File: src/rtl/clock_disp_pkg.sv
// Shared types and constants for the clock display driver.
// Holds the conversion FSM state type, digit count, conversion step count and
// the active-low 7-segment patterns (bit0 = segment a) with a lookup helper.
package clock_disp_pkg;

  typedef enum logic [1:0] {
    IDLE,
    CONV,
    COMMIT
  } state_t;

  localparam int NUM_DIGITS  = 6;
  localparam int CONV_CYCLES = 6;

  localparam logic [6:0] SEG_0     = 7'h40;
  localparam logic [6:0] SEG_1     = 7'h79;
  localparam logic [6:0] SEG_2     = 7'h24;
  localparam logic [6:0] SEG_3     = 7'h30;
  localparam logic [6:0] SEG_4     = 7'h19;
  localparam logic [6:0] SEG_5     = 7'h12;
  localparam logic [6:0] SEG_6     = 7'h02;
  localparam logic [6:0] SEG_7     = 7'h78;
  localparam logic [6:0] SEG_8     = 7'h00;
  localparam logic [6:0] SEG_9     = 7'h10;
  localparam logic [6:0] SEG_DASH  = 7'h3F;
  localparam logic [6:0] SEG_BLANK = 7'h7F;

  function automatic logic [6:0] bcd_to_seg(input logic [3:0] bcd);
    logic [6:0] s;
    case (bcd)
      4'd0:    s = SEG_0;
      4'd1:    s = SEG_1;
      4'd2:    s = SEG_2;
      4'd3:    s = SEG_3;
      4'd4:    s = SEG_4;
      4'd5:    s = SEG_5;
      4'd6:    s = SEG_6;
      4'd7:    s = SEG_7;
      4'd8:    s = SEG_8;
      4'd9:    s = SEG_9;
      default: s = SEG_BLANK;
    endcase
    return s;
  endfunction

endpackage

File: src/rtl/seg7_decode.sv
// Combinational BCD to active-low 7-segment decoder.
// Ports: i_bcd  - 4-bit BCD digit (10..15 decode to blank)
//        i_dash - force the dash pattern (segment g only)
//        o_seg  - segments a..g, active-low, bit0 = a
module seg7_decode
  import clock_disp_pkg::*;
(
  input  logic [3:0] i_bcd,
  input  logic       i_dash,
  output logic [6:0] o_seg
);

  always_comb begin
    o_seg = SEG_BLANK;
    if (i_dash) o_seg = SEG_DASH;
    else        o_seg = bcd_to_seg(i_bcd);
  end

endmodule

File: src/rtl/clock_display_driver.sv
// Clock display driver: converts binary hh:mm:ss samples to BCD with a short
// multi-cycle FSM and scans them onto a 6-digit multiplexed 7-segment display.
// Ports: clk, reset_n (async, active-low), time_valid strobe with sec/min/hr,
//        busy (conversion running), range_err (one-cycle pulse at commit),
//        an (active-low one-hot digit enable, bit0 = seconds units),
//        seg (active-low a..g), dp (active-low decimal point).
// Build option: define COLON_BLINK_EN to blink dp on digits 2 and 4, toggling
// at every commit; without it dp is constant high.
//
// state  | meaning
// IDLE   | waiting for time_valid
// CONV   | six parallel double-dabble-style subtract-ten steps
// COMMIT | copy working BCD to display registers, maybe start pending sample
module clock_display_driver
  import clock_disp_pkg::*;
#(
  parameter int CLK_HZ  = 100000000,
  parameter int SCAN_HZ = 6000
) (
  input  logic       clk,
  input  logic       reset_n,
  input  logic       time_valid,
  input  logic [5:0] sec,
  input  logic [5:0] min,
  input  logic [4:0] hr,
  output logic       busy,
  output logic       range_err,
  output logic [5:0] an,
  output logic [6:0] seg,
  output logic       dp
);

  localparam int DIV = CLK_HZ / SCAN_HZ;
  localparam int PW  = $clog2(DIV);

  state_t          r_state, w_state_nxt;
  logic            w_load, w_use_pend, w_commit;
  logic [2:0]      r_conv_cnt;
  logic            r_pend_vld;
  logic [5:0]      r_pend_sec, r_pend_min;
  logic [4:0]      r_pend_hr;
  logic [5:0]      w_src_sec, w_src_min;
  logic [4:0]      w_src_hr;
  logic [2:0][5:0] r_units;
  logic [2:0][2:0] r_tens;
  logic [2:0]      r_dash;
  logic [NUM_DIGITS-1:0][3:0] r_disp;
  logic [2:0]      r_disp_dash;
  logic            r_range_err;
  logic [PW-1:0]   r_presc;
  logic [2:0]      r_idx;
  logic [3:0]      w_digit;
  logic            w_digit_dash;
  logic [6:0]      w_seg;
  logic [5:0]      r_an;
  logic [6:0]      r_seg;

  always_ff @(posedge clk or negedge reset_n) begin
    if (!reset_n) r_state <= IDLE;
    else          r_state <= w_state_nxt;
  end

  // A strobe arriving in the COMMIT cycle is newer than the pending copy,
  // so it is captured directly and the pending copy is dropped.
  always_comb begin
    w_state_nxt = r_state;
    w_load      = 1'b0;
    w_use_pend  = 1'b0;
    w_commit    = 1'b0;
    case (r_state)
      IDLE: begin
        if (time_valid) begin
          w_load      = 1'b1;
          w_state_nxt = CONV;
        end
      end
      CONV: begin
        if (r_conv_cnt == 3'd0) w_state_nxt = COMMIT;
      end
      COMMIT: begin
        w_commit = 1'b1;
        if (time_valid) begin
          w_load      = 1'b1;
          w_state_nxt = CONV;
        end else if (r_pend_vld) begin
          w_load      = 1'b1;
          w_use_pend  = 1'b1;
          w_state_nxt = CONV;
        end else begin
          w_state_nxt = IDLE;
        end
      end
      default: w_state_nxt = IDLE;
    endcase
  end

  assign busy      = (r_state != IDLE);
  assign range_err = r_range_err;
  assign w_src_sec = w_use_pend ? r_pend_sec : sec;
  assign w_src_min = w_use_pend ? r_pend_min : min;
  assign w_src_hr  = w_use_pend ? r_pend_hr  : hr;

  always_ff @(posedge clk or negedge reset_n) begin
    if (!reset_n) begin
      r_pend_vld <= 1'b0;
      r_pend_sec <= '0;
      r_pend_min <= '0;
      r_pend_hr  <= '0;
    end else if (w_load) begin
      r_pend_vld <= 1'b0;
    end else if (time_valid && busy) begin
      r_pend_vld <= 1'b1;
      r_pend_sec <= sec;
      r_pend_min <= min;
      r_pend_hr  <= hr;
    end
  end

  always_ff @(posedge clk or negedge reset_n) begin
    if (!reset_n)                                 r_conv_cnt <= '0;
    else if (w_load)                              r_conv_cnt <= 3'(CONV_CYCLES - 1);
    else if (r_state == CONV && r_conv_cnt != 0)  r_conv_cnt <= r_conv_cnt - 3'd1;
  end

  // Field order in the working arrays: 0 = sec, 1 = min, 2 = hr.
  always_ff @(posedge clk or negedge reset_n) begin
    if (!reset_n) begin
      r_units <= '0;
      r_tens  <= '0;
      r_dash  <= '0;
    end else if (w_load) begin
      r_units[0] <= w_src_sec;
      r_units[1] <= w_src_min;
      r_units[2] <= {1'b0, w_src_hr};
      r_tens     <= '0;
      r_dash     <= {w_src_hr > 5'd23, w_src_min > 6'd59, w_src_sec > 6'd59};
    end else if (r_state == CONV) begin
      for (int f = 0; f < 3; f++) begin
        if (r_units[f] >= 6'd10) begin
          r_units[f] <= r_units[f] - 6'd10;
          r_tens[f]  <= r_tens[f] + 3'd1;
        end
      end
    end
  end

  always_ff @(posedge clk or negedge reset_n) begin
    if (!reset_n) begin
      r_disp      <= '0;
      r_disp_dash <= '0;
      r_range_err <= 1'b0;
    end else begin
      r_range_err <= 1'b0;
      if (w_commit) begin
        for (int f = 0; f < 3; f++) begin
          r_disp[2*f]   <= r_units[f][3:0];
          r_disp[2*f+1] <= {1'b0, r_tens[f]};
        end
        r_disp_dash <= r_dash;
        r_range_err <= |r_dash;
      end
    end
  end

  always_ff @(posedge clk or negedge reset_n) begin
    if (!reset_n) begin
      r_presc <= '0;
      r_idx   <= '0;
    end else if (r_presc == PW'(DIV - 1)) begin
      r_presc <= '0;
      r_idx   <= (r_idx == 3'(NUM_DIGITS - 1)) ? 3'd0 : r_idx + 3'd1;
    end else begin
      r_presc <= r_presc + PW'(1);
    end
  end

  always_comb begin
    w_digit      = '0;
    w_digit_dash = 1'b0;
    case (r_idx)
      3'd0: begin w_digit = r_disp[0]; w_digit_dash = r_disp_dash[0]; end
      3'd1: begin w_digit = r_disp[1]; w_digit_dash = r_disp_dash[0]; end
      3'd2: begin w_digit = r_disp[2]; w_digit_dash = r_disp_dash[1]; end
      3'd3: begin w_digit = r_disp[3]; w_digit_dash = r_disp_dash[1]; end
      3'd4: begin w_digit = r_disp[4]; w_digit_dash = r_disp_dash[2]; end
      3'd5: begin w_digit = r_disp[5]; w_digit_dash = r_disp_dash[2]; end
      default: begin w_digit = '0; w_digit_dash = 1'b0; end
    endcase
  end

  seg7_decode u_dec (
    .i_bcd  (w_digit),
    .i_dash (w_digit_dash),
    .o_seg  (w_seg)
  );

  always_ff @(posedge clk or negedge reset_n) begin
    if (!reset_n) begin
      r_an  <= 6'b111111;
      r_seg <= SEG_BLANK;
    end else begin
      r_an  <= ~(6'b000001 << r_idx);
      r_seg <= w_seg;
    end
  end

  assign an  = r_an;
  assign seg = r_seg;

`ifdef COLON_BLINK_EN
  logic r_blink;
  logic r_dp;

  always_ff @(posedge clk or negedge reset_n) begin
    if (!reset_n) begin
      r_blink <= 1'b0;
      r_dp    <= 1'b1;
    end else begin
      if (w_commit) r_blink <= ~r_blink;
      r_dp <= ~(r_blink && (r_idx == 3'd2 || r_idx == 3'd4));
    end
  end

  assign dp = r_dp;
`else
  assign dp = 1'b1;
`endif

endmodule

File: config.mk
export PLATFORM = sky130hd
export DESIGN_NAME = clock_display_driver
export DESIGN_NICKNAME = d
export VERILOG_FILES = /design/src/rtl/clock_disp_pkg.sv /design/src/rtl/seg7_decode.sv /design/src/rtl/clock_display_driver.sv
export SDC_FILE = /design/constraint.sdc
export NUM_CORES = 1
export LEC_CHECK = 0
export BUFFER_PORTS_ARGS = -buffer_cell sky130_fd_sc_hd__buf_4
export CORE_UTILIZATION = 45
export CTS_CLUSTER_DIAMETER = 150
export DETAILED_ROUTE_END_ITERATION = 7
export HOLD_SLACK_MARGIN = 0.03
export PLACE_DENSITY = 0.64
export SETUP_SLACK_MARGIN = 0.3
export SYNTH_ARGS = -nofsm -noshare
export SYNTH_HDL_FRONTEND = slang
export SYNTH_SLANG_ARGS = --single-unit
File: constraint.sdc
create_clock -name clk -period 2.13 [get_ports clk]
set_input_delay 0.1065 -clock clk [delete_from_list [all_inputs] [get_ports clk]]
set_output_delay 0.1065 -clock clk [all_outputs]
set_load 0.02 [all_outputs]
### Word-level counts from Yosys, hierarchy flattened

Memory sizes are Yosys's and may differ from the RTL's.
Cells that the tools add are included.

| cells by class | value |
|---|---|
| add/sub/neg operators | 9 |
| order comparisons | 6 |
| equal/unequal tests | 10 |
| shifts and indexed selects | 1 |
| mux-type cells | 35 |
| bitwise logic cells | 2 |
| reduce and logical (&&, ||, !) cells | 22 |

Operator list:

| kind | number |
|---|---|
| $mux 18 | 2 |
| $mux 6 | 5 |
| $pmux 4 s6 | 1 |
| $ge 6x4->1 const B | 3 |
| $mux 3 | 6 |
| $mux 9 | 2 |
| $sub 6x4->6 const B | 3 |
| $add 15x1->15 const B | 1 |
| $eq 15x15->1 const B | 1 |
| $mux 15 | 1 |
| $reduce_bool 2->1 | 7 |
| $add 3x1->3 const B | 4 |
| $gt 6x6->1 const B | 2 |
| $mux 1 | 11 |
| $reduce_and 2->1 | 5 |
| $mux 7 | 1 |
| $eq 3x2->1 const B | 2 |
| $eq 3x3->1 const B | 2 |
| $logic_not 3->1 | 2 |
| $not 6->6 | 1 |
| $pmux 2 s3 | 1 |
| $reduce_or 2->1 | 3 |
| $shl 1x3->6 const A | 1 |
| $gt 5x5->1 const B | 1 |
| 14 further kinds | 17 |

| storage, ports and cells | value |
|---|---|
| register bits | 109 |
| ROM bits | 112 |
| bits of input ports | 20 |
| word-level logic and storage cells | 111 |
| memories kept | 1 |

Memories:

| name | words | width | rd ports | clocked after Yosys merged registers in | write ports | line | RTL |
|---|---|---|---|---|---|---|---|
| (no name shown) | 16 | 7 | 1 | 0 | 0 | clock_disp_pkg.sv:30 | `case (bcd)` |

### Longest topological paths before layout

| logic depth | value |
|---|---|
| depth in word-level cells | 5 |
| depth in mapped cells | 11 |
| depth with buffers taken out | 9 |

### Hierarchy

Synthesis repeated with hierarchy kept, for this count alone.

| second synthesis, totals | value |
|---|---|
| cells, all modules | 469 |
| area total of the unflattened synthesis | 5210.0 µm² |

By module, submodules not included:

| module | times used | cells each | area each (µm²) | seq. area each (µm²) |
|---|---|---|---|---|
| clock_display_driver | 1 | 435 | 4973.5 | 2743.9 |
| seg7_decode | 1 | 34 | 236.5 | 0.0 |

### Worst setup path after synthesis

Ideal clock, no wire load.

| timing path | value |
|---|---|
| path kind | reg-to-reg |
| start point | reg r_idx[0] |
| end point | reg r_seg[4] (netlist: seg[4]) |
| library setup time | 75 ps |
| arrival | 2236 ps |
| data required time | 2055 ps |
| setup slack | -181 ps |
| stages on the path, launching flop included | 12 |
| clock period less this slack | 2311 ps |
| cell sequence | dfrtp_1 -> buf_2 -> buf_1 -> and2_1 -> ha_1 -> nand2_1 -> a21oi_1 -> a2bb2oi_1 -> inv_1 -> ha_1 -> o211a_1 -> a2bb2oi_1 |

| on the way | value |
|---|---|
| word-level cells in the longest chain between the ends | 4 |
| elaborated cells on any way between the ends | 13 |
| those cells by class | 5 x eq/ne; 3 x mux; 4 x reduce/logical; 1 x memory |

Ends and longest elaborated chain:

| item | line | RTL |
|---|---|---|
| from (decl) | clock_display_driver.sv:51 | `logic [2:0] r_idx;` |
| from (signal assigned) | clock_display_driver.sv:171 | `r_idx <= (r_idx == 3'(NUM_DIGITS - 1)) ? 3'd0 : r_idx + 3'd1;` |
| $eq 3x3->1 (tied with other cells) | clock_display_driver.sv:180 | `case (r_idx)` |
| $pmux 4 s6 or $reduce_or 2->1 (tied branches) | n/a |  |
| $mem_v2 16x7 or $pmux 1 s3 (tied branches) | n/a |  |
| $mux 7 (*) | seg7_decode.sv:15 | `if (i_dash) o_seg = SEG_DASH;` |
| named net u_dec.o_seg[4] | seg7_decode.sv:10 | `output logic [6:0] o_seg` |
| to (signal assigned) | clock_display_driver.sv:203 | `r_seg <= w_seg;` |
| to (decl) | clock_display_driver.sv:56 | `logic [6:0] r_seg;` |

Mark *: on every way through the listed nets, which the timed path passes. The rest lies on a longest branch.
A chain may end at the register's enable or synchronous reset.

### Final worst setup path

| timing path | value |
|---|---|
| start point | reg r_idx[0] |
| end point | reg r_seg[0] (netlist: seg[0]) |

The elaborated chain is that of the path after synthesis.

==> results.py <==
metrics = {
    "outcome": {
        "status": "completed",
    },
    "global_routing": {
        "antenna_found_initial": 0,
        "track_usage_pct": 18.6,
        "gr-total-overflow": 0,
        "grt_max_degree": 46,
        "grt_pass1_vias": 3574,
        "grt_pass1_wl_um": 16800,
    },
    "power": {
        "seq_power_share_pct": 40.4,
        "p_switching_mw": 2.84,
        "power-per-cell-area_nw_per_um2": 1290,
        "comb_power_share_pct": 38.9,
        "vdd_drop_max_mv": 0.826,
        "internal_power_mw": 5.53,
        "p_leak_nw": 2.91,
        "switching_share_pct": 33.9,
        "p_clk_share_pct": 20.8,
    },
    "placed_design": {
        "dp_slack_ps": 122,
        "dp_hpwl_um": 6780,
        "io_buffer_count": 34,
        "place_congestion": 0.819,
    },
    "drt": {
        "drcViolationCount": 0,
        "drt-total-wl_um": 10200,
        "num_vias": 3491,
        "drt_iter0_drc": 140,
        "dr.pass1.iters": 4,
        "ant_nets": 0,
        "viasPerCell": 5.19,
        "avgRoutedWirePerCell_um": 15.2,
    },
    "logic_synthesis": {
        "yosys-top-cells-area": "dfrtp_1, mux2_2, dfstp_2, mux2i_1, ha_1",
        "synth_area_leader_cell": "dfrtp_1",
        "synth_fa_ha_area_share_pct": 3.89,
        "ys_seq_area_share_pct": 53.3,
        "ys_warn_count": 0,
        "yosys.cell_count.top_type": "dfrtp_1",
        "synth.mux.area_fraction_pct": 15.8,
        "synth_top_family_by_area": "multiplexers",
        "synth-xor-area-share_pct": 5.11,
        "yosysTopAreaCellShare_pct": 46.7,
        "synth_edf_count": 0,
        "synth_cell_types": 52,
        "synth_area_per_cell_um2": 11.5,
        "async_flop_share_pct": 100,
        "synth_area_um2": 5140,
        "yosys-top-cells-count": "dfrtp_1, mux2_2, nand2_1",
        "synth_compound_area_share_pct": 7.10,
        "ys_seq_elements": 109,
        "synth_nets": 483,
        "synth_ff_type": "dfrtp_1",
        "syn_inst": 447,
        "synth-simple-area-share_pct": 11.3,
    },
    "clock_network": {
        "insertion_delay_ps": 340,
        "cts_tree": "yes",
        "ctsHtreeMaxLevel": 3,
        "clock_sinks": 109,
        "cts_buffer_depth": 2,
        "cts_made_buffers": 9,
        "clkTransAtPathRegs_ps": 70,
        "cts_root_buffer": "clkbuf_16",
    },
    "layout": {
        "nets": 563,
        "multi_input_area_um2": 2430,
        "fill_cells": 896,
        "regArea_um2": 2750,
        "post_route_cells_drive_above_1_share_pct": 34.2,
        "antennaDiodeCount": 0,
        "syn_to_final_growth_pct": 25.9,
    },
    "setup_path": {
        "cp.required_ps": 2390,
        "cp_slowest_stage_delay_ps": 440,
        "worstPathMaxFanout": 8,
        "critPathLaunchType": "flip-flop",
        "cpMaxStageDelayCell": "dfrtp_2",
        "path_class": "flip-flop to flip-flop",
        "path_cells": "mux2_2 -> a22o_1 -> nor2_4 -> a21oi_4 -> inv_4 -> ha_1 -> nand2_1 -> o2111ai_2",
        "cp.arrival_ps": 2130,
        "cp-end-kind": "flip-flop",
    },
    "floorplanning": {
        "die_x_um": 109,
        "die_h_um": 109,
        "io_pins": 36,
        "start_util_pct": 46.8,
        "die_area_um2": 11900,
        "rows": 38,
        "coreArea_um2": 11000,
    },
    "sta": {
        "maxSlewHeadroom_pct": 61.4,
        "rsz0062_at_grt": "yes",
        "fin_skew_ps": 7.18,
        "worst_slack_ps": 256,
        "tns_ps": 0,
        "fmax_mhz": 534,
        "maxSlewViolCount": 0,
        "final.min_clock_period_ps": 1870,
        "hold_viol": 0,
        "setup_viol": 0,
        "post-route-period-util_pct": 88.0,
        "tightest_slew_ps": 580,
    },
    "job": {
        "drv_cap": 0,
    },
    "min_path": {
        "hold_class": "input port to asynchronous set/reset pin",
    },
}
==> power by group through the flow <==
stage / logic [mW] / clock network [mW] / registers [mW]
floorplan: 2.22 / 0 / 3.32
global placement: 2.88 / 0 / 3.38
detailed placement: 2.97 / 0 / 3.41
CTS: 3.10 / 1.78 / 3.37
global route: 3.68 / 1.87 / 3.48
finish: 3.26 / 1.74 / 3.38
==> layer usage <==
layer	share of wire [%]	routed length, um	GRT usage (%)
met4	1.2	123	4.73
met3	3.4	350	5.08
met1	46	4650	23.7
met2	50	5090	31.1
met5	0	0	0
==> final cells by class <==
cell class                      count  share of cell area (%)
Tap cell                          140                    2.70
Clock inverter                      4                   0.811
Multi-Input combinational cell    303                    37.6
Sequential cell                   109                    42.4
Timing Repair Buffer               87                    11.3
Clock buffer                       12                    4.11
Inverter                           17                    1.02
==> critical path: cells and delay by family (launching register included) <==
kind / cells / cell delay (ps)
compound gates: 3 / 520
flops: 1 / 440
mux: 1 / 350
simple gates: 2 / 220
fa+ha+maj: 1 / 160
buf+inv: 1 / 90
==> logic make-up (layout without fill, tap and decap cells) <==
| kind of cell | count (synthesis) | count (layout) |
|---|---|---|
| AND/OR/NAND/NOR | 123 | 123 |
| flip-flops | 109 | 109 |
| multiplexers | 75 | 75 |
| AO/OA/AOI/OAI | 57 | 58 |
| buffers and inverters | 36 | 120 |
| XOR/XNOR | 30 | 30 |
| adder cells (fa/ha/maj) | 16 | 16 |
| other | 1 | 1 |
==> placed cells by master (no fill, tap or decap), types with 2 or more instances in the layout <==
cell type,n
nor2_1,33
ha_4,3
clkbuf_16,9
mux2_2,47
clkbuf_8,3
nand3_1,14
nor4_1,3
dfstp_2,13
inv_2,2
inv_1,14
a22o_1,2
a21oi_1,11
o32ai_2,2
mux2i_2,3
dfrtp_1,92
buf_6,3
nor2b_1,6
nor2b_4,2
or2_2,2
xor2_1,14
and2_1,2
nand2_1,35
buf_4,62
dlygate4sd3_1,19
mux2i_1,24
buf_12,2
nand2b_1,6
o21ai_1,5
or4_1,3
ha_1,12
dfrtp_2,4
and3_1,2
o21ai_0,15
xnor2_1,16
nor3_1,4
o211ai_1,3
a21oi_4,3
==> flip-flops by register name, summed over array words and instances (netlist names) <==
name and count:
seg 7, r_presc 15, r_pend_vld 1, r_pend_hr 5
r_state 2, r_tens 9, r_disp_dash 3, r_pend_sec 6
r_dash 3, range_err 1, r_pend_min 6, r_units 18
an 6, r_disp 21, r_idx 3, r_conv_cnt 3
==> worst paths after layout <==
kind                       cells past startpoint                     end                    from  slack (ps)
min in group clk                               2  r_units[0]$_DFFE_PN0P_  r_units[0]$_DFFE_PN0P_         490
hold reg to reg                                2  r_units[0]$_DFFE_PN0P_  r_units[0]$_DFFE_PN0P_         490
hold / removal                                 2     range_err$_DFF_PN0_                 reset_n         300
setup / recovery                               8        seg[0]$_DFF_PN1_    r_idx[0]$_DFFE_PN0N_         260
max in group asynchronous                      3    r_idx[0]$_DFFE_PN0N_                 reset_n        1070
setup reg to reg                               8        seg[0]$_DFF_PN1_    r_idx[0]$_DFFE_PN0N_         260
==> metrics by stage <==
step	hold WS [ps]	area [um^2]	utilization (%)	instances	total power, mW
finish	304	6480	59.0	672	8.37
global route	368	6480	59.0	672	9.03
CTS	321	6310	57.5	665	8.25
detailed placement	153	5710	52.0	624	6.38
global placement	144	5710	52.0	624	6.26
floorplan	-189	5250	-	447	5.54
==> timing repair <==
action / in CTS / in global routing
cloned: 0 / 2
setup buffers: 6 / 5
hold endpoints to repair: 47 / 0
endpoints found under the setup margin: 8 / 24
hold buffers: 19 / 0
pin swaps: 9 / 8
gates resized for setup: 13 / 20
Power figures use the tool's default switching activity.
